## config.mk

```make
export PLATFORM = sky130hd
export DESIGN_NAME = addsub8_serial
export DESIGN_NICKNAME = d
export VERILOG_FILES = /design/src/rtl/addsub_pkg.sv /design/src/rtl/addsub8_serial_fa.sv /design/src/rtl/addsub8_serial.sv
export SDC_FILE = /design/constraint.sdc
export NUM_CORES = 1
export LEC_CHECK = 0
export BUFFER_PORTS_ARGS = -buffer_cell sky130_fd_sc_hd__buf_2
export CAP_MARGIN = 20
export CORE_MARGIN = 2
export CORE_UTILIZATION = 45
export CTS_BUF_LIST = sky130_fd_sc_hd__clkbuf_2 sky130_fd_sc_hd__clkbuf_4 sky130_fd_sc_hd__clkbuf_8
export DETAILED_ROUTE_END_ITERATION = 8
export PLACE_DENSITY = 0.71
export SYNTH_ARGS = -nofsm -noshare
export SYNTH_HDL_FRONTEND = slang
export SYNTH_HIERARCHICAL = 1
export SYNTH_SLANG_ARGS = --single-unit
```

## constraint.sdc

```tcl
create_clock -name CLK -period 1.4 [get_ports CLK]
set_input_delay 0.14 -clock CLK [delete_from_list [all_inputs] [get_ports CLK]]
set_output_delay 0.14 -clock CLK [all_outputs]
set_load 0.005 [all_outputs]
```

## src/rtl/addsub_pkg.sv

```systemverilog
// Shared types and defaults for the bit-serial adder/subtractor.
package addsub_pkg;

  localparam int ADDSUB_WIDTH_DEFAULT = 8;

  typedef enum logic [1:0] {
    IDLE = 2'd0,
    BUSY = 2'd1,
    DONE = 2'd2
  } state_t;

endpackage

```

## src/rtl/addsub8_serial_fa.sv

```systemverilog
// Combinational 1-bit full adder, the only arithmetic cell in the serial loop.
module full_adder1 (
  input  logic A,
  input  logic B,
  input  logic CI,
  output logic S,
  output logic CO
);

  assign S  = A ^ B ^ CI;
  assign CO = (A & B) | (A & CI) | (B & CI);

endmodule

```

## src/rtl/addsub8_serial.sv

```systemverilog
// Bit-serial two's-complement add/subtract, LSB first, one full-adder cell.
// Define ADDSUB8_SERIAL_OVF_EN to add the OVF port and signed-overflow logic.
module addsub8_serial
  import addsub_pkg::*;
#(
  parameter int WIDTH = ADDSUB_WIDTH_DEFAULT
) (
  input  logic             CLK,
  input  logic             RESET,
  input  logic             I_VALID,
  output logic             I_READY,
  input  logic [WIDTH-1:0] I0,
  input  logic [WIDTH-1:0] I1,
  input  logic             SUB,
  input  logic             CIN,
  output logic             O_VALID,
  input  logic             O_READY,
  output logic [WIDTH-1:0] O,
  output logic             COUT
`ifdef ADDSUB8_SERIAL_OVF_EN
  ,
  output logic             OVF
`endif
);

  localparam int            CW   = $clog2(WIDTH);
  localparam logic [CW-1:0] LAST = CW'(WIDTH - 1);

  state_t           state_q, state_d;
  logic [WIDTH-1:0] a_q, a_d;
  logic [WIDTH-1:0] b_q, b_d;
  logic [WIDTH-1:0] res_q, res_d;
  logic [CW-1:0]    cnt_q, cnt_d;
  logic             carry_q, carry_d;
  logic             cout_q, cout_d;
  logic             fa_s, fa_co;
`ifdef ADDSUB8_SERIAL_OVF_EN
  logic             prev_carry_q, prev_carry_d;
`endif

  // Operands shift right each BUSY cycle, so the adder always sees bit 0.
  full_adder1 u_fa (
    .A  (a_q[0]),
    .B  (b_q[0]),
    .CI (carry_q),
    .S  (fa_s),
    .CO (fa_co)
  );

  always_comb begin
    state_d = state_q;
    a_d     = a_q;
    b_d     = b_q;
    res_d   = res_q;
    cnt_d   = cnt_q;
    carry_d = carry_q;
    cout_d  = cout_q;
`ifdef ADDSUB8_SERIAL_OVF_EN
    prev_carry_d = prev_carry_q;
`endif
    case (state_q)
      IDLE: begin
        if (I_VALID) begin
          a_d     = I0;
          b_d     = SUB ? ~I1 : I1;
          carry_d = SUB ? 1'b1 : CIN;
          cnt_d   = '0;
          state_d = BUSY;
        end
      end
      BUSY: begin
        a_d     = {1'b0, a_q[WIDTH-1:1]};
        b_d     = {1'b0, b_q[WIDTH-1:1]};
        res_d   = {fa_s, res_q[WIDTH-1:1]};
        carry_d = fa_co;
        if (cnt_q == LAST) begin
          cout_d  = fa_co;
`ifdef ADDSUB8_SERIAL_OVF_EN
          prev_carry_d = carry_q;
`endif
          state_d = DONE;
        end else begin
          cnt_d = cnt_q + CW'(1);
        end
      end
      DONE: begin
        if (O_READY) state_d = IDLE;
      end
      default: state_d = IDLE;
    endcase
  end

  always_ff @(posedge CLK) begin
    if (RESET) begin
      state_q <= IDLE;
      a_q     <= '0;
      b_q     <= '0;
      res_q   <= '0;
      cnt_q   <= '0;
      carry_q <= 1'b0;
      cout_q  <= 1'b0;
`ifdef ADDSUB8_SERIAL_OVF_EN
      prev_carry_q <= 1'b0;
`endif
    end else begin
      state_q <= state_d;
      a_q     <= a_d;
      b_q     <= b_d;
      res_q   <= res_d;
      cnt_q   <= cnt_d;
      carry_q <= carry_d;
      cout_q  <= cout_d;
`ifdef ADDSUB8_SERIAL_OVF_EN
      prev_carry_q <= prev_carry_d;
`endif
    end
  end

  assign I_READY = (state_q == IDLE) && !RESET;
  assign O_VALID = (state_q == DONE);
  assign O       = res_q;
  assign COUT    = cout_q;
`ifdef ADDSUB8_SERIAL_OVF_EN
  assign OVF     = prev_carry_q ^ cout_q;
`endif

endmodule

```

## Yosys cells after proc, flatten, opt, wreduce, memory -nomap -nowiden

Cells that the tools add are included.

- Add/subtract/negate cells: 1
- Equality and inequality tests: 7
- Mux-type cells: 15
- Bitwise logic cells: 8
- Reduce and logical (&&, ||, !) cells: 8

Operator list:

| kind | number |
|---|---|
| one-hot mux 8 bit (2 select lines) | 2 |
| two-way mux 8 bit | 3 |
| inverter 8 bit | 1 |
| two-way mux 2 bit | 3 |
| two-way mux 3 bit | 2 |
| != test 2 bit (second input constant) | 3 |
| one-hot mux 2 bit (3 select lines) | 1 |
| one-hot mux 3 bit (2 select lines) | 1 |
| AND reduction 3 bit | 2 |
| AND reduction 2 bit | 2 |
| adder 3 x 1 -> 3 bit (second input constant) | 1 |
| bitwise AND 1 bit | 3 |
| == test 3 bit (second input constant) | 1 |
| == test 2 x 1 -> 1 bit (second input constant) | 1 |
| == test 2 bit (second input constant) | 1 |
| zero test 2 bit | 1 |
| two-way mux 1 bit | 2 |
| != test 2 x 1 -> 1 bit (second input constant) | 1 |
| OR 1 bit | 2 |
| one-hot mux 1 bit (2 select lines) | 1 |
| nonzero test 2 bit | 1 |
| XOR 1 bit | 2 |
| logical AND 1 bit | 1 |
| zero test 1 bit | 1 |

- Register bits: 31
- Input bits: 22
- Output and inout port bits: 11
- Word-level logic and storage cells: 46

## Depth between registers and ports, before layout

Gate-level depths: netlist (run 1).

- Depth after elaboration: 4
- Gate-level depth with buffers: 5
- Depth with buffers taken out: 5

## Modules after synthesis

The synthesis (run 1) kept the hierarchy.

Modules (own cells, without submodules):

| module | instances | cells each | area each (um^2) | seq. area each (um^2) |
|---|---|---|---|---|
| addsub8_serial | 1 | 156 | 1,407.6 | 620.6 |
| full_adder1 | 1 | 1 | 20.0 | 0.0 |

## Worst setup path before layout (run 1)

OpenSTA, ideal clock, no wires.

- Path type: reg2reg
- From: register cnt_q[0]
- To: register cnt_q[0]
- Setup time: 0.132 ns
- Arrival time: 1.099 ns
- Required time: 1.268 ns
- Slack: 0.169 ns
- Stages on the path, launching flop included: 6
- Path buffers: 0
- Period minus slack after synthesis: 1.231 ns
- Cells stage by stage: dfxtp_1 ha_1 ha_1 and3b_1 o21ai_0 a21oi_1

- Cells in the longest elaborated chain, start to end: 3
- Elaborated cells on any way between the ends: 6
- Those cells by class: add/sub (1); eq/ne (2); mux (2); reduce/logical (1)

RTL lines:

| item | line | RTL |
|---|---|---|
| from (decl) | addsub8_serial.sv:33 | `logic [CW-1:0] cnt_q, cnt_d;` |
| from (signal assigned) | addsub8_serial.sv:110 | `cnt_q <= cnt_d;` |
| adder 3 x 1 -> 3 bit / == test 3 bit (equally long branches) | addsub8_serial.sv:83, addsub8_serial.sv:76 |  |
| two-way mux 3 bit / != test 2 bit (equally long branches) | n/a |  |
| one-hot mux 3 bit (2 select lines) / AND reduction 3 bit (equally long branches) | n/a |  |

Parallel ways exist; a longest one is shown, timed or not. The select of a mux whose other input is x is not followed.
A chain may end at the register's enable or synchronous reset.

## Worst setup path after layout (run 1)

- From: register state_q[0]
- To: output I_READY

- Cells in the longest elaborated chain, start to end: 2

RTL lines:

| item | line | RTL |
|---|---|---|
| from (decl) | addsub8_serial.sv:29 | `state_t state_q, state_d;` |
| from (signal assigned) | addsub8_serial.sv:106 | `state_q <= state_d;` |
| zero test 2 bit | addsub8_serial.sv:119 | `assign I_READY = (state_q == IDLE) && !RESET;` |
| logical AND 1 bit | addsub8_serial.sv:119 |  |
| to (decl) | addsub8_serial.sv:11 | `output logic I_READY,` |

No other way between the ends.

==> impl_results.html, run 1 <==
<table>
<tr><th>Metric</th><th>Value</th></tr>
<tr><th colspan="2">Timing</th></tr>
<tr><td>Post-layout min period</td><td>1367 ps</td></tr>
<tr><td>Period utilisation layout</td><td>a little over nine tenths</td></tr>
<tr><td>Remaining max-slew budget at the tightest pin</td><td>between 50% and 60%</td></tr>
<tr><td>Fmax</td><td>~730 MHz</td></tr>
<tr><td>Final-report setup violation count</td><td>0</td></tr>
<tr><td>Clk_skew</td><td>roughly 5.1 ps</td></tr>
<tr><td>Final TNS setup</td><td>0 ps</td></tr>
<tr><td>Final hold vios</td><td>0</td></tr>
<tr><td>Unrepaired setup endpoints after global routing</td><td>yes</td></tr>
<tr><td>Max Slew Vio Count</td><td>0</td></tr>
<tr><td>Actual slew at the worst max-slew pin</td><td>a little over 600 ps</td></tr>
<tr><td>Final setup slack of the worst path</td><td>32.66 ps</td></tr>
<tr><th colspan="2">Setup path</th></tr>
<tr><td>Crit-path max cell delay</td><td>between 300 and 400 ps</td></tr>
<tr><td>Cell chain of the critical path</td><td>buf_6 &gt; buf_12 &gt; nor3_2 &gt; buf_2</td></tr>
<tr><td>WP buf/inv</td><td>3</td></tr>
<tr><td>Crit path arrival time</td><td>approximately 1200 ps</td></tr>
<tr><td>Worst setup SP type</td><td>flop</td></tr>
<tr><td>Endpoint kind of the worst setup timing path</td><td>primary output</td></tr>
<tr><td>Dominant delay contributor by cell family on the critical path</td><td>buffers and inverters</td></tr>
<tr><td>Required arrival time at the worst endpoint</td><td>roughly 1300 ps</td></tr>
<tr><td>Cell with the largest stage delay on the worst path</td><td>sky130_fd_sc_hd__dfxtp_4</td></tr>
<tr><td>Critical path peak fanout</td><td>11</td></tr>
<tr><td>Worst Path Class, Setup</td><td>flop to primary output</td></tr>
<tr><th colspan="2">Clock network</th></tr>
<tr><td>Maximum level of the CTS H-tree</td><td>2</td></tr>
<tr><td>Hold_buf cts</td><td>0</td></tr>
<tr><td>Max clock buf depth</td><td>2</td></tr>
<tr><td>Clock sinks</td><td>31</td></tr>
<tr><td>Clock root buffer</td><td>sky130_fd_sc_hd__clkbuf_4</td></tr>
<tr><td>Clock network latency to the later pin of the worst-skew pair</td><td>about 320 ps</td></tr>
<tr><td>Number of CTS-inserted buffers</td><td>5</td></tr>
<tr><td>Clock transition at the register clock pins on the worst setup and hold paths after CTS</td><td>roughly 90 ps</td></tr>
<tr><td>CTS tree</td><td>built</td></tr>
<tr><th colspan="2">Synthesis</th></tr>
<tr><td>Dominant cell type by area after synthesis</td><td>sky130_fd_sc_hd__dfxtp_1</td></tr>
<tr><td>Top cells by area, synth</td><td>sky130_fd_sc_hd__dfxtp_1 43%, sky130_fd_sc_hd__nor2_1 6.6%, sky130_fd_sc_hd__mux2i_1 6.3%</td></tr>
<tr><td>Post-Syn Instances</td><td>157</td></tr>
<tr><td>Net count after synthesis</td><td>182</td></tr>
<tr><td>Area share of the largest cell type after synthesis</td><td>approximately 43%</td></tr>
<tr><td>Avg Synthesized Cell Area</td><td>just over 9 µm²</td></tr>
<tr><td>Number of synthesized register bits</td><td>31</td></tr>
<tr><td>Post-synth design cell area</td><td>between 1000 and 1500 µm²</td></tr>
<tr><td>Part of the Yosys area used for sequential elements</td><td>43.47%</td></tr>
<tr><td>Warning count from the yosys run</td><td>6</td></tr>
<tr><td>Number of library cell types mapped by synthesis</td><td>29</td></tr>
<tr><th colspan="2">Floorplan</th></tr>
<tr><td>Number of placement rows</td><td>20</td></tr>
<tr><td>Initial standard-cell utilization of the core</td><td>a little under half</td></tr>
<tr><td>Die extent in y</td><td>just over 60 µm</td></tr>
<tr><td>Width of the die</td><td>approximately 60 µm</td></tr>
<tr><td>Core Area</td><td>roughly 3000 µm²</td></tr>
<tr><td>Area of the die</td><td>approximately 3600 µm²</td></tr>
<tr><td>Top-Level Pins</td><td>33</td></tr>
<tr><th colspan="2">Cells and area</th></tr>
<tr><td>Number of fill cells</td><td>approximately 280</td></tr>
<tr><td>Most common cell after layout, fill and taps aside</td><td>sky130_fd_sc_hd__buf_2</td></tr>
<tr><td>Non-filler instance count after layout</td><td>~240</td></tr>
<tr><td>Area taken by flip-flops and latches</td><td>630.6 µm²</td></tr>
<tr><td>Share of layout cells above drive strength 1</td><td>~34%</td></tr>
<tr><td>Final design area excluding fillers</td><td>1765 µm²</td></tr>
<tr><td>Area growth from synthesis to final layout</td><td>23.66%</td></tr>
<tr><td>Multi-input combinational cell area</td><td>between 700 and 800 µm²</td></tr>
<tr><td>Inserted Diodes</td><td>0</td></tr>
<tr><td>Final layout net count</td><td>220</td></tr>
<tr><td>Commonest non-fill, non-tap cells in the layout</td><td>32 x sky130_fd_sc_hd__buf_2, 27 x sky130_fd_sc_hd__dfxtp_1, 25 x sky130_fd_sc_hd__nor2_1</td></tr>
<tr><th colspan="2">Routing</th></tr>
<tr><td>Final antenna-violating net count</td><td>0</td></tr>
<tr><td>Routed Wire Length</td><td>2.878 mm</td></tr>
<tr><td>DRT iter0 DRCs</td><td>around 70</td></tr>
<tr><td>Vias per cell</td><td>approximately 5</td></tr>
<tr><td>First-pass detailed-route iteration total</td><td>5</td></tr>
<tr><td>Detailed-route wire length per cell</td><td>between 10 and 15 µm</td></tr>
<tr><td>Routed vias</td><td>between 1000 and 1500</td></tr>
<tr><td>Post-route DRC violation count</td><td>0</td></tr>
<tr><th colspan="2">Worst hold path</th></tr>
<tr><td>Type of the tightest min-delay check</td><td>input port to flop</td></tr>
<tr><th colspan="2">Global route</th></tr>
<tr><td>Largest net degree at the start of global routing</td><td>33</td></tr>
<tr><td>Wire length of the first global-routing pass</td><td>4.657 mm</td></tr>
<tr><td>Number of global-route vias before repair</td><td>1116</td></tr>
<tr><td>Total overflow reported by the global router</td><td>0</td></tr>
<tr><td>Tot GR Track Use</td><td>between 10% and 20%</td></tr>
<tr><td>Antenna violations before repair</td><td>0</td></tr>
<tr><th colspan="2">Place</th></tr>
<tr><td>Dpl hpwl</td><td>2.003 mm</td></tr>
<tr><td>Instance count after placement with tap cells included</td><td>230</td></tr>
<tr><td>Worst slack after detailed placement</td><td>roughly 52 ps</td></tr>
<tr><td>Placement Cell Area</td><td>~1600 µm²</td></tr>
<tr><td>Count of input and output buffers</td><td>32</td></tr>
<tr><td>RD Place Congestion</td><td>0.7462</td></tr>
<tr><th colspan="2">Power and ir drop</th></tr>
<tr><td>Total leakage power</td><td>about 0.73 nW</td></tr>
<tr><td>Power, Total</td><td>1.723 mW</td></tr>
<tr><td>Worst IR Drop VDD</td><td>approximately 610 µV</td></tr>
<tr><td>Power density over the cells</td><td>approximately 1000 nW/µm²</td></tr>
<tr><th colspan="2">Outcome</th></tr>
<tr><td>Outcome</td><td>completed</td></tr>
<tr><th colspan="2">Job</th></tr>
<tr><td>Number of violations of the max-capacitance limit</td><td>0</td></tr>
</table>
## kinds of logic (layout without fill, tap and decap cells)
family / count (synthesis) / after routing / synth area share [%]
AND/OR/NAND/NOR: 57 / 57 / 18.84
AO/OA/AOI/OAI: 36 / 36 / 17.70
flip-flops: 31 / 31 / 43.47
buffers and inverters: 13 / 50 / 5.609
multiplexers: 9 / 9 / 6.311
XOR/XNOR: 8 / 8 / 4.908
adder cells (fa/ha/maj): 3 / 3 / 3.155
## Yosys cell counts
cell type and number:
sky130_fd_sc_hd__nor3b_2 1, sky130_fd_sc_hd__nor3_1 3, sky130_fd_sc_hd__nor3b_1 1, sky130_fd_sc_hd__a2111oi_0 2, sky130_fd_sc_hd__nand2_1 18, sky130_fd_sc_hd__buf_4 1
sky130_fd_sc_hd__o21ai_0 5, sky130_fd_sc_hd__a2111oi_1 2, sky130_fd_sc_hd__nand2b_1 2, sky130_fd_sc_hd__o21bai_1 1, sky130_fd_sc_hd__ha_1 2, sky130_fd_sc_hd__dfxtp_1 31
sky130_fd_sc_hd__o21ba_2 1, sky130_fd_sc_hd__fa_1 1, sky130_fd_sc_hd__nand4bb_1 1, sky130_fd_sc_hd__a21oi_1 15, sky130_fd_sc_hd__clkbuf_1 3, sky130_fd_sc_hd__mux2i_1 9
sky130_fd_sc_hd__or4b_1 2, sky130_fd_sc_hd__and3b_1 1, sky130_fd_sc_hd__buf_6 3, sky130_fd_sc_hd__nor2b_1 2, sky130_fd_sc_hd__a2111oi_2 3, sky130_fd_sc_hd__or2b_1 1
sky130_fd_sc_hd__buf_2 4, sky130_fd_sc_hd__xnor2_1 8, sky130_fd_sc_hd__inv_1 2, sky130_fd_sc_hd__a211oi_1 7, sky130_fd_sc_hd__nor2_1 25
## metrics by stage
stage / hold WS [ps] / utilization (%)
final: 101.9 / 58.31
after global routing: 108.1 / 58.31
after CTS: 95.61 / 56.45
after detailed placement: 447.9 / 53.84
after global placement: 432.6 / 53.84
after floorplan: 223.1 / -
## worst register-to-register path: stages (launching register included)
cell,delay (ps)
sky130_fd_sc_hd__dfxtp_4,350
sky130_fd_sc_hd__buf_4,150
sky130_fd_sc_hd__or4b_4,540
sky130_fd_sc_hd__a21oi_2,140
sky130_fd_sc_hd__nor3_1,60
## path summary, 6_finish.rpt
check / to / slack (ps) / startpoint / cells past startpoint
worst max-delay path: I_READY / 30 / state_q[0]$_SDFFE_PP0P_ / 4
worst min-delay path: state_q[1]$_SDFFE_PP0P_ / 100 / O_READY / 4
worst max register to register: carry_q$_SDFFE_PP0P_ / 40 / state_q[0]$_SDFFE_PP0P_ / 4
worst min register to register: O[0]$_SDFFE_PP0N_ / 460 / O[0]$_SDFFE_PP0N_ / 2
## layout make-up
type	count	area share, %
Multi-Input combinational cell	113	43.94
Sequential cell	31	35.72
Timing Repair Buffer	42	14.25
Tap cell	44	3.118
Clock buffer	6	2.551
Inverter	2	0.4252
## registers in the layout, summed over array words and instances (netlist names)
name     count
a_q          8
state_q      2
COUT         1
O            8
carry_q      1
cnt_q        3
b_q          8
## power breakdown
part           internal (mW)  total [mW]  switching [mW]
registers              0.934       0.963          0.0295
clock network          0.198       0.472           0.275
logic                  0.145       0.288           0.143
total                   1.28        1.72           0.447
## per-layer routing
layer	vias up	GRT usage (%)	wire length (µm)
li1	620	-	-
met1	547	19.52	1226
met2	24	30.28	1516
met4	0	7.302	20
met3	2	6.494	114
met5	-	0	0
## what timing repair did
item / 4_1_cts / 5_1_grt
pin swaps: 0 / 1
setup buffers: 1 / 1
endpoints found under the setup margin: 2 / 11
gates cloned: 0 / 0
gates resized for setup: 8 / 17
Note: power is estimated with default switching activity, not from simulation.
==> inputs of run 2 (changes only) <==
SETUP_SLACK_MARGIN = 0.05   (was not set)
==> impl_results.html, run 2 (synthesis results as in run 1) <==
<table>
<tr><th>Metric</th><th>Value</th></tr>
<tr><th colspan="2">Outcome</th></tr>
<tr><td>Outcome</td><td>completed (unchanged)</td></tr>
<tr><th colspan="2">Timing</th></tr>
<tr><td>Fmax</td><td>751.2 MHz (was 731.3 MHz)</td></tr>
<tr><td>Remaining max-slew budget at the tightest pin</td><td>56.79% (was 59.62%)</td></tr>
<tr><td>Period utilisation layout</td><td>95.09% (was 97.67%)</td></tr>
<tr><td>Hold slack</td><td>103.6 ps (was 101.9 ps)</td></tr>
<tr><td>Actual slew at the worst max-slew pin</td><td>648.1 ps (was 605.6 ps)</td></tr>
<tr><td>Unrepaired setup endpoints after global routing</td><td>yes (unchanged)</td></tr>
<tr><td>Clk_skew</td><td>5.908 ps (was 5.087 ps)</td></tr>
<tr><td>Final-report setup violation count</td><td>0 (unchanged)</td></tr>
<tr><td>Final hold vios</td><td>0 (unchanged)</td></tr>
<tr><td>Max Slew Vio Count</td><td>0 (unchanged)</td></tr>
<tr><td>Final TNS setup</td><td>0 ps (unchanged)</td></tr>
<tr><td>Post-layout min period</td><td>1331 ps (was 1367 ps)</td></tr>
<tr><td>Final setup slack of the worst path</td><td>68.77 ps (was 32.66 ps)</td></tr>
<tr><th colspan="2">Routing</th></tr>
<tr><td>First-pass detailed-route iteration total</td><td>5 (unchanged)</td></tr>
<tr><td>Post-route DRC violation count</td><td>0 (unchanged)</td></tr>
<tr><td>Routed vias</td><td>1218 (was 1193)</td></tr>
<tr><td>Routed Wire Length</td><td>2.964 mm (was 2.878 mm)</td></tr>
<tr><td>Detailed-route wire length per cell</td><td>12.30 µm (was 12.09 µm)</td></tr>
<tr><td>Vias per cell</td><td>5.054 (was 5.013)</td></tr>
<tr><td>DRT iter0 DRCs</td><td>76 (was 68)</td></tr>
<tr><td>Final antenna-violating net count</td><td>0 (unchanged)</td></tr>
<tr><th colspan="2">Clock network</th></tr>
<tr><td>Clock transition at the register clock pins on the worst setup and hold paths after CTS</td><td>90 ps (about the same)</td></tr>
<tr><td>Clock root buffer</td><td>sky130_fd_sc_hd__clkbuf_4 (unchanged)</td></tr>
<tr><td>Clock sinks</td><td>31 (unchanged)</td></tr>
<tr><td>CTS tree</td><td>built (unchanged)</td></tr>
<tr><td>Number of CTS-inserted buffers</td><td>5 (unchanged)</td></tr>
<tr><td>Clock network latency to the later pin of the worst-skew pair</td><td>320 ps (about the same)</td></tr>
<tr><td>Max clock buf depth</td><td>2 (unchanged)</td></tr>
<tr><td>Hold_buf cts</td><td>0 (unchanged)</td></tr>
<tr><td>Maximum level of the CTS H-tree</td><td>2 (unchanged)</td></tr>
<tr><th colspan="2">Setup path</th></tr>
<tr><td>Critical path peak fanout</td><td>5 (was 11)</td></tr>
<tr><td>Worst Path Class, Setup</td><td>flop to flop (was flop to primary output)</td></tr>
<tr><td>Endpoint kind of the worst setup timing path</td><td>flop (was primary output)</td></tr>
<tr><td>Worst setup SP type</td><td>flop (unchanged)</td></tr>
<tr><td>Crit path arrival time</td><td>1520 ps (was 1230 ps)</td></tr>
<tr><td>Reg2Reg Setup Slack</td><td>70 ps (was 40 ps)</td></tr>
<tr><td>Required arrival time at the worst endpoint</td><td>1590 ps (was 1260 ps)</td></tr>
<tr><th colspan="2">Cells and area</th></tr>
<tr><td>Share of layout cells above drive strength 1</td><td>35.53% (was 34.02%)</td></tr>
<tr><td>Final design area excluding fillers</td><td>1817 µm² (was 1765 µm²)</td></tr>
<tr><td>Inserted Diodes</td><td>0 (unchanged)</td></tr>
<tr><td>Final layout net count</td><td>223 (was 220)</td></tr>
<tr><td>Most common cell after layout, fill and taps aside</td><td>sky130_fd_sc_hd__buf_2 (unchanged)</td></tr>
<tr><td>Area growth from synthesis to final layout</td><td>27.26% (was 23.66%)</td></tr>
<tr><td>Non-filler instance count after layout</td><td>241 (was 238)</td></tr>
<tr><td>Commonest non-fill, non-tap cells in the layout</td><td>32 x sky130_fd_sc_hd__buf_2, 27 x sky130_fd_sc_hd__dfxtp_1, 25 x sky130_fd_sc_hd__nor2_1 (unchanged)</td></tr>
<tr><td>Final core occ</td><td>60.00% (was 58.31%)</td></tr>
<tr><th colspan="2">Place</th></tr>
<tr><td>Instance count after placement with tap cells included</td><td>230 (unchanged)</td></tr>
<tr><td>Worst slack after detailed placement</td><td>52.43 ps (unchanged)</td></tr>
<tr><td>RD Place Congestion</td><td>0.7462 (unchanged)</td></tr>
<tr><td>Placement Cell Area</td><td>1630 µm² (unchanged)</td></tr>
<tr><td>Dpl hpwl</td><td>2.003 mm (unchanged)</td></tr>
<tr><td>Count of input and output buffers</td><td>32 (unchanged)</td></tr>
<tr><th colspan="2">Floorplan</th></tr>
<tr><td>Width of the die</td><td>60.33 µm (unchanged)</td></tr>
<tr><td>Area of the die</td><td>3639 µm² (unchanged)</td></tr>
<tr><td>Top-Level Pins</td><td>33 (unchanged)</td></tr>
<tr><td>Number of placement rows</td><td>20 (unchanged)</td></tr>
<tr><td>Core Area</td><td>3028 µm² (unchanged)</td></tr>
<tr><td>Initial standard-cell utilization of the core</td><td>47.15% (unchanged)</td></tr>
<tr><td>Die extent in y</td><td>60.33 µm (unchanged)</td></tr>
<tr><th colspan="2">Job</th></tr>
<tr><td>Number of violations of the max-capacitance limit</td><td>0 (unchanged)</td></tr>
<tr><th colspan="2">Global route</th></tr>
<tr><td>Number of global-route vias before repair</td><td>1138 (was 1116)</td></tr>
<tr><td>Total overflow reported by the global router</td><td>0 (unchanged)</td></tr>
<tr><td>Largest net degree at the start of global routing</td><td>33 (unchanged)</td></tr>
<tr><td>Tot GR Track Use</td><td>17.87% (was 17.60%)</td></tr>
<tr><td>Wire length of the first global-routing pass</td><td>4.726 mm (was 4.657 mm)</td></tr>
<tr><td>Antenna violations before repair</td><td>0 (unchanged)</td></tr>
<tr><th colspan="2">Power and ir drop</th></tr>
<tr><td>Total leakage power</td><td>0.7480 nW (was 0.7318 nW)</td></tr>
<tr><td>Worst IR Drop VDD</td><td>641.7 µV (was 607.6 µV)</td></tr>
<tr><td>Power, Total</td><td>1.745 mW (was 1.723 mW)</td></tr>
<tr><td>Power density over the cells</td><td>960.7 nW/µm² (was 976.2 nW/µm²)</td></tr>
<tr><th colspan="2">Worst hold path</th></tr>
<tr><td>Type of the tightest min-delay check</td><td>input port to flop (unchanged)</td></tr>
</table>
run 2: cell types whose count changed in the layout (fill, tap and decap cells not counted), sizes merged:
cell  delta
buf      +3
run 2: path summary, 6_finish.rpt:
| kind | start | depth (start not counted) | to |
|---|---|---|---|
| hold reg to reg | O[0]$_SDFFE_PP0N_ | 2 | O[0]$_SDFFE_PP0N_ |
| hold / removal | O_READY | 4 | state_q[1]$_SDFFE_PP0P_ |
| setup / recovery | state_q[0]$_SDFFE_PP0P_ | 4 | carry_q$_SDFFE_PP0P_ |
| setup reg to reg | state_q[0]$_SDFFE_PP0P_ | 4 | carry_q$_SDFFE_PP0P_ |
run 2: critical path, stage by stage, from the launching register on:
cell,delay [ps]
sky130_fd_sc_hd__dfxtp_4,350
sky130_fd_sc_hd__buf_4,150
sky130_fd_sc_hd__or4b_4,490
sky130_fd_sc_hd__a21oi_2,150
sky130_fd_sc_hd__nor3_1,60
run 2: what timing repair did:
| item | in CTS | in global routing |
|---|---|---|
| buffers inserted | 1 | 4 |
| hold endpoints to repair | 0 | 0 |
| resized for setup | 13 | 15 |
| endpoints found under the setup margin | 5 | 10 |
| pin swaps | 1 | 5 |
run 2: where the power goes:
group	internal, mW	switching (mW)	leakage (nW)	total [mW]
sequential	0.934	0.0303	0.257	0.964
combinational	0.156	0.150	0.464	0.306
clock	0.198	0.277	0.0276	0.475
run 2: metal layers:
metal	routed length (µm)	vias up	global-route usage, %	share of wire, %
li1	-	630	-	-
met4	35	0	7.302	1.2
met3	142	4	6.494	4.8
met1	1254	557	19.12	42
met5	0	-	0	0
met2	1532	27	31.68	52
run 2: layout make-up:
| type | instances | area, µm² |
|---|---|---|
| sequential | 31 | 630.6 |
| inverter | 2 | 7.507 |
| timing repair buffer | 45 | 277.8 |
| multi-input combinational | 113 | 800.8 |
| clock buffer | 6 | 45.04 |
| fill | 273 | 1211 |
| tap | 44 | 55.05 |
==> inputs of run 3 (changes only) <==
HOLD_SLACK_MARGIN = 0.15   (was not set)
==> impl_results.html, run 3 (synthesis results as in run 1) <==
<table>
<tr><th>Metric</th><th>Value</th></tr>
<tr><th colspan="2">Setup path</th></tr>
<tr><td>Critical R2R Capture</td><td>carry_q$_SDFFE_PP0P_ (unchanged)</td></tr>
<tr><td>Worst setup SP type</td><td>flop (unchanged)</td></tr>
<tr><td>Crit path arrival time</td><td>1520 ps (about the same)</td></tr>
<tr><td>Endpoint kind of the worst setup timing path</td><td>flop (unchanged)</td></tr>
<tr><td>Required arrival time at the worst endpoint</td><td>1590 ps (about the same)</td></tr>
<tr><td>R2R depth</td><td>4 (unchanged)</td></tr>
<tr><td>Dominant delay contributor by cell family on the critical path</td><td>simple AND/OR/NAND/NOR gates (unchanged)</td></tr>
<tr><td>Crit-path max cell delay</td><td>490 ps (about the same)</td></tr>
<tr><td>Critical path peak fanout</td><td>5 (unchanged)</td></tr>
<tr><td>Worst flop-to-flop path startpoint</td><td>state_q[0]$_SDFFE_PP0P_ (unchanged)</td></tr>
<tr><td>Cell with the largest stage delay on the worst path</td><td>sky130_fd_sc_hd__or4b_4 (unchanged)</td></tr>
<tr><td>WP buf/inv</td><td>1 (unchanged)</td></tr>
<tr><td>Reg2Reg Setup Slack</td><td>70 ps (about the same)</td></tr>
<tr><td>Cell chain of the critical path</td><td>buf_4 &gt; or4b_4 &gt; a21oi_2 &gt; nor3_1 (unchanged)</td></tr>
<tr><td>Worst Path Class, Setup</td><td>flop to flop (unchanged)</td></tr>
<tr><th colspan="2">Routing</th></tr>
<tr><td>Final antenna-violating net count</td><td>0 (unchanged)</td></tr>
<tr><td>Routed Wire Length</td><td>3.055 mm (was 2.964 mm)</td></tr>
<tr><td>Detailed-route wire length per cell</td><td>12.08 µm (was 12.30 µm)</td></tr>
<tr><td>Routed vias</td><td>1259 (was 1218)</td></tr>
<tr><td>First-pass detailed-route iteration total</td><td>4 (was 5)</td></tr>
<tr><td>DRT iter0 DRCs</td><td>77 (was 76)</td></tr>
<tr><td>Post-route DRC violation count</td><td>0 (unchanged)</td></tr>
<tr><td>Vias per cell</td><td>4.976 (was 5.054)</td></tr>
<tr><th colspan="2">Cells and area</th></tr>
<tr><td>Number of fill cells</td><td>255 (was 273)</td></tr>
<tr><td>Area growth from synthesis to final layout</td><td>35.67% (was 27.26%)</td></tr>
<tr><td>Inserted Diodes</td><td>0 (unchanged)</td></tr>
<tr><td>Share of layout cells above drive strength 1</td><td>33.49% (was 35.53%)</td></tr>
<tr><td>Final design area excluding fillers</td><td>1937 µm² (was 1817 µm²)</td></tr>
<tr><td>Most common cell after layout, fill and taps aside</td><td>sky130_fd_sc_hd__buf_2 (unchanged)</td></tr>
<tr><td>Commonest non-fill, non-tap cells in the layout</td><td>32 x sky130_fd_sc_hd__buf_2, 27 x sky130_fd_sc_hd__dfxtp_1, 25 x sky130_fd_sc_hd__nor2_1 (unchanged)</td></tr>
<tr><td>Final layout net count</td><td>235 (was 223)</td></tr>
<tr><th colspan="2">Power and ir drop</th></tr>
<tr><td>Total leakage power</td><td>0.7981 nW (was 0.7480 nW)</td></tr>
<tr><td>Worst IR Drop VDD</td><td>623.1 µV (was 641.7 µV)</td></tr>
<tr><td>NetSw</td><td>0.4652 mW (was 0.4581 mW)</td></tr>
<tr><td>Switching share of power</td><td>26.22% (was 26.24%)</td></tr>
<tr><td>Portion of total power attributed to combinational logic</td><td>18.7% (was 17.5%)</td></tr>
<tr><td>Internal Pwr Total</td><td>1.309 mW (was 1.287 mW)</td></tr>
<tr><td>Fraction of power consumed by sequential logic</td><td>54.4% (was 55.2%)</td></tr>
<tr><td>Power density over the cells</td><td>916.0 nW/µm² (was 960.7 nW/µm²)</td></tr>
<tr><td>Part of the power in the clock network</td><td>26.9% (was 27.2%)</td></tr>
<tr><th colspan="2">Worst hold path</th></tr>
<tr><td>Hold worst-path end</td><td>a_q[1]$_SDFFE_PP0P_ (was state_q[1]$_SDFFE_PP0P_)</td></tr>
<tr><td>Type of the tightest min-delay check</td><td>input port to flop (unchanged)</td></tr>
<tr><td>Number of cells traversed by the worst hold path</td><td>3 (was 4)</td></tr>
<tr><td>Worst hold start</td><td>I0[1] (was O_READY)</td></tr>
<tr><th colspan="2">Global route</th></tr>
<tr><td>Number of global-route vias before repair</td><td>1192 (was 1138)</td></tr>
<tr><td>Tot GR Track Use</td><td>18.45% (was 17.87%)</td></tr>
<tr><td>Wire length of the first global-routing pass</td><td>4.905 mm (was 4.726 mm)</td></tr>
<tr><td>Global-route track usage on met1</td><td>19.79% (was 19.12%)</td></tr>
<tr><td>Total overflow reported by the global router</td><td>0 (unchanged)</td></tr>
<tr><td>Busiest metal layer after global routing</td><td>met2 (unchanged)</td></tr>
<tr><td>Antenna violations before repair</td><td>0 (unchanged)</td></tr>
<tr><td>GR Util met2</td><td>32.92% (was 31.68%)</td></tr>
<tr><td>Met3 capacity usage during global routing</td><td>6.494% (unchanged)</td></tr>
<tr><td>Largest net degree at the start of global routing</td><td>33 (unchanged)</td></tr>
<tr><th colspan="2">Job</th></tr>
<tr><td>Number of violations of the max-capacitance limit</td><td>0 (unchanged)</td></tr>
<tr><th colspan="2">Timing</th></tr>
<tr><td>Post-layout min period</td><td>1330 ps (was 1331 ps)</td></tr>
<tr><td>Remaining max-slew budget at the tightest pin</td><td>57.73% (was 56.79%)</td></tr>
<tr><td>Max Slew Vio Count</td><td>0 (unchanged)</td></tr>
<tr><td>Final-report setup violation count</td><td>0 (unchanged)</td></tr>
<tr><td>Unrepaired setup endpoints after global routing</td><td>yes (unchanged)</td></tr>
<tr><td>Period utilisation layout</td><td>94.97% (was 95.09%)</td></tr>
<tr><td>Fmax</td><td>752.1 MHz (was 751.2 MHz)</td></tr>
<tr><td>Final hold vios</td><td>0 (unchanged)</td></tr>
<tr><td>Actual slew at the worst max-slew pin</td><td>634.0 ps (was 648.1 ps)</td></tr>
<tr><td>Final TNS setup</td><td>0 ps (unchanged)</td></tr>
<tr><td>Clk_skew</td><td>5.136 ps (was 5.908 ps)</td></tr>
<tr><th colspan="2">Clock network</th></tr>
<tr><td>Max clock buf depth</td><td>2 (unchanged)</td></tr>
<tr><td>Maximum level of the CTS H-tree</td><td>2 (unchanged)</td></tr>
<tr><td>Clock transition at the register clock pins on the worst setup and hold paths after CTS</td><td>90 ps (about the same)</td></tr>
<tr><td>CTS tree</td><td>built (unchanged)</td></tr>
<tr><td>Clock root buffer</td><td>sky130_fd_sc_hd__clkbuf_4 (unchanged)</td></tr>
<tr><td>Clock sinks</td><td>31 (unchanged)</td></tr>
<tr><td>Clock network latency to the later pin of the worst-skew pair</td><td>330 ps (was 320 ps)</td></tr>
<tr><td>Number of CTS-inserted buffers</td><td>5 (unchanged)</td></tr>
<tr><th colspan="2">Floorplan</th></tr>
<tr><td>Initial standard-cell utilization of the core</td><td>47.15% (unchanged)</td></tr>
<tr><td>Top-Level Pins</td><td>33 (unchanged)</td></tr>
<tr><td>Number of placement rows</td><td>20 (unchanged)</td></tr>
<tr><td>Core Area</td><td>3028 µm² (unchanged)</td></tr>
<tr><td>Die extent in y</td><td>60.33 µm (unchanged)</td></tr>
<tr><td>Width of the die</td><td>60.33 µm (unchanged)</td></tr>
<tr><td>Area of the die</td><td>3639 µm² (unchanged)</td></tr>
<tr><th colspan="2">Outcome</th></tr>
<tr><td>Outcome</td><td>completed (unchanged)</td></tr>
<tr><th colspan="2">Place</th></tr>
<tr><td>Placement Cell Area</td><td>1630 µm² (unchanged)</td></tr>
<tr><td>RD Place Congestion</td><td>0.7462 (unchanged)</td></tr>
<tr><td>Dpl hpwl</td><td>2.003 mm (unchanged)</td></tr>
<tr><td>Count of input and output buffers</td><td>32 (unchanged)</td></tr>
</table>
run 3: worst max-delay path by stage:
stage,from,slack [ps],depth (start not counted),endpoint
finish,state_q[0]$_SDFFE_PP0P_,70,4,carry_q$_SDFFE_PP0P_
detailed placement,cnt_q[0]$_SDFFE_PP0P_,50,5,cnt_q[1]$_SDFFE_PP0P_
global placement,cnt_q[0]$_SDFFE_PP0P_,110,5,cnt_q[0]$_SDFFE_PP0P_
floorplan,cnt_q[0]$_SDFFE_PP0P_,170,5,cnt_q[0]$_SDFFE_PP0P_
global route,cnt_q[1]$_SDFFE_PP0P_,20,5,COUT$_SDFFE_PP0P_
CTS,state_q[0]$_SDFFE_PP0P_,20,4,I_READY
run 3: cell type report:
cell class                 count  area (µm²)  share of cell area (%)
clock buffer                   6       45.04                   2.326
inverter                       2       7.507                  0.3876
multi-input combinational    113       800.8                   41.34
sequential                    31       630.6                   32.56
tap                           44       55.05                   2.842
timing repair buffer          57       397.9                   20.54
run 3: power by group through the flow:
stage | clock network (mW) | logic, mW | registers (mW)
finish | 0.477 | 0.333 | 0.964
global route | 0.539 | 0.367 | 0.972
CTS | 0.493 | 0.306 | 0.963
detailed placement | 0 | 0.263 | 0.987
global placement | 0 | 0.254 | 0.985
floorplan | 0 | 0.192 | 0.980
run 3: through the flow:
step / worst slack [ps] / util [%] / std cells / power, mW / hold WS, ps
floorplan: 169.0 / - / 157 / 1.172 / 223.1
global placement: 112.3 / 53.84 / 230 / 1.239 / 432.6
detailed placement: 52.43 / 53.84 / 230 / 1.251 / 447.9
CTS: 15.44 / 60.91 / 249 / 1.762 / 157.4
global route: 24.76 / 63.97 / 253 / 1.878 / 166.1
finish: 70.40 / 63.97 / 253 / 1.774 / 164.8
run 3: timing repair:
| action | 4_1_cts | 5_1_grt |
|---|---|---|
| resized for setup | 13 | 15 |
| pin swaps | 1 | 5 |
| endpoints found under the hold margin | 12 | 0 |
| cloned | 0 | 0 |
| hold buffers | 12 | 0 |
| setup buffers | 1 | 4 |
| endpoints found under the setup margin | 5 | 10 |
run 3: layer usage:
layer / up-vias / routed length, µm
met5: - / 0
met4: 0 / 57
met3: 7 / 146
met2: 28 / 1593
met1: 571 / 1258
li1: 653 / -
run 3: tightest hold or removal path, stage by stage:
cell and delay [ps]:
sky130_fd_sc_hd__buf_2 100, sky130_fd_sc_hd__mux2i_1 120, sky130_fd_sc_hd__a211oi_1 80
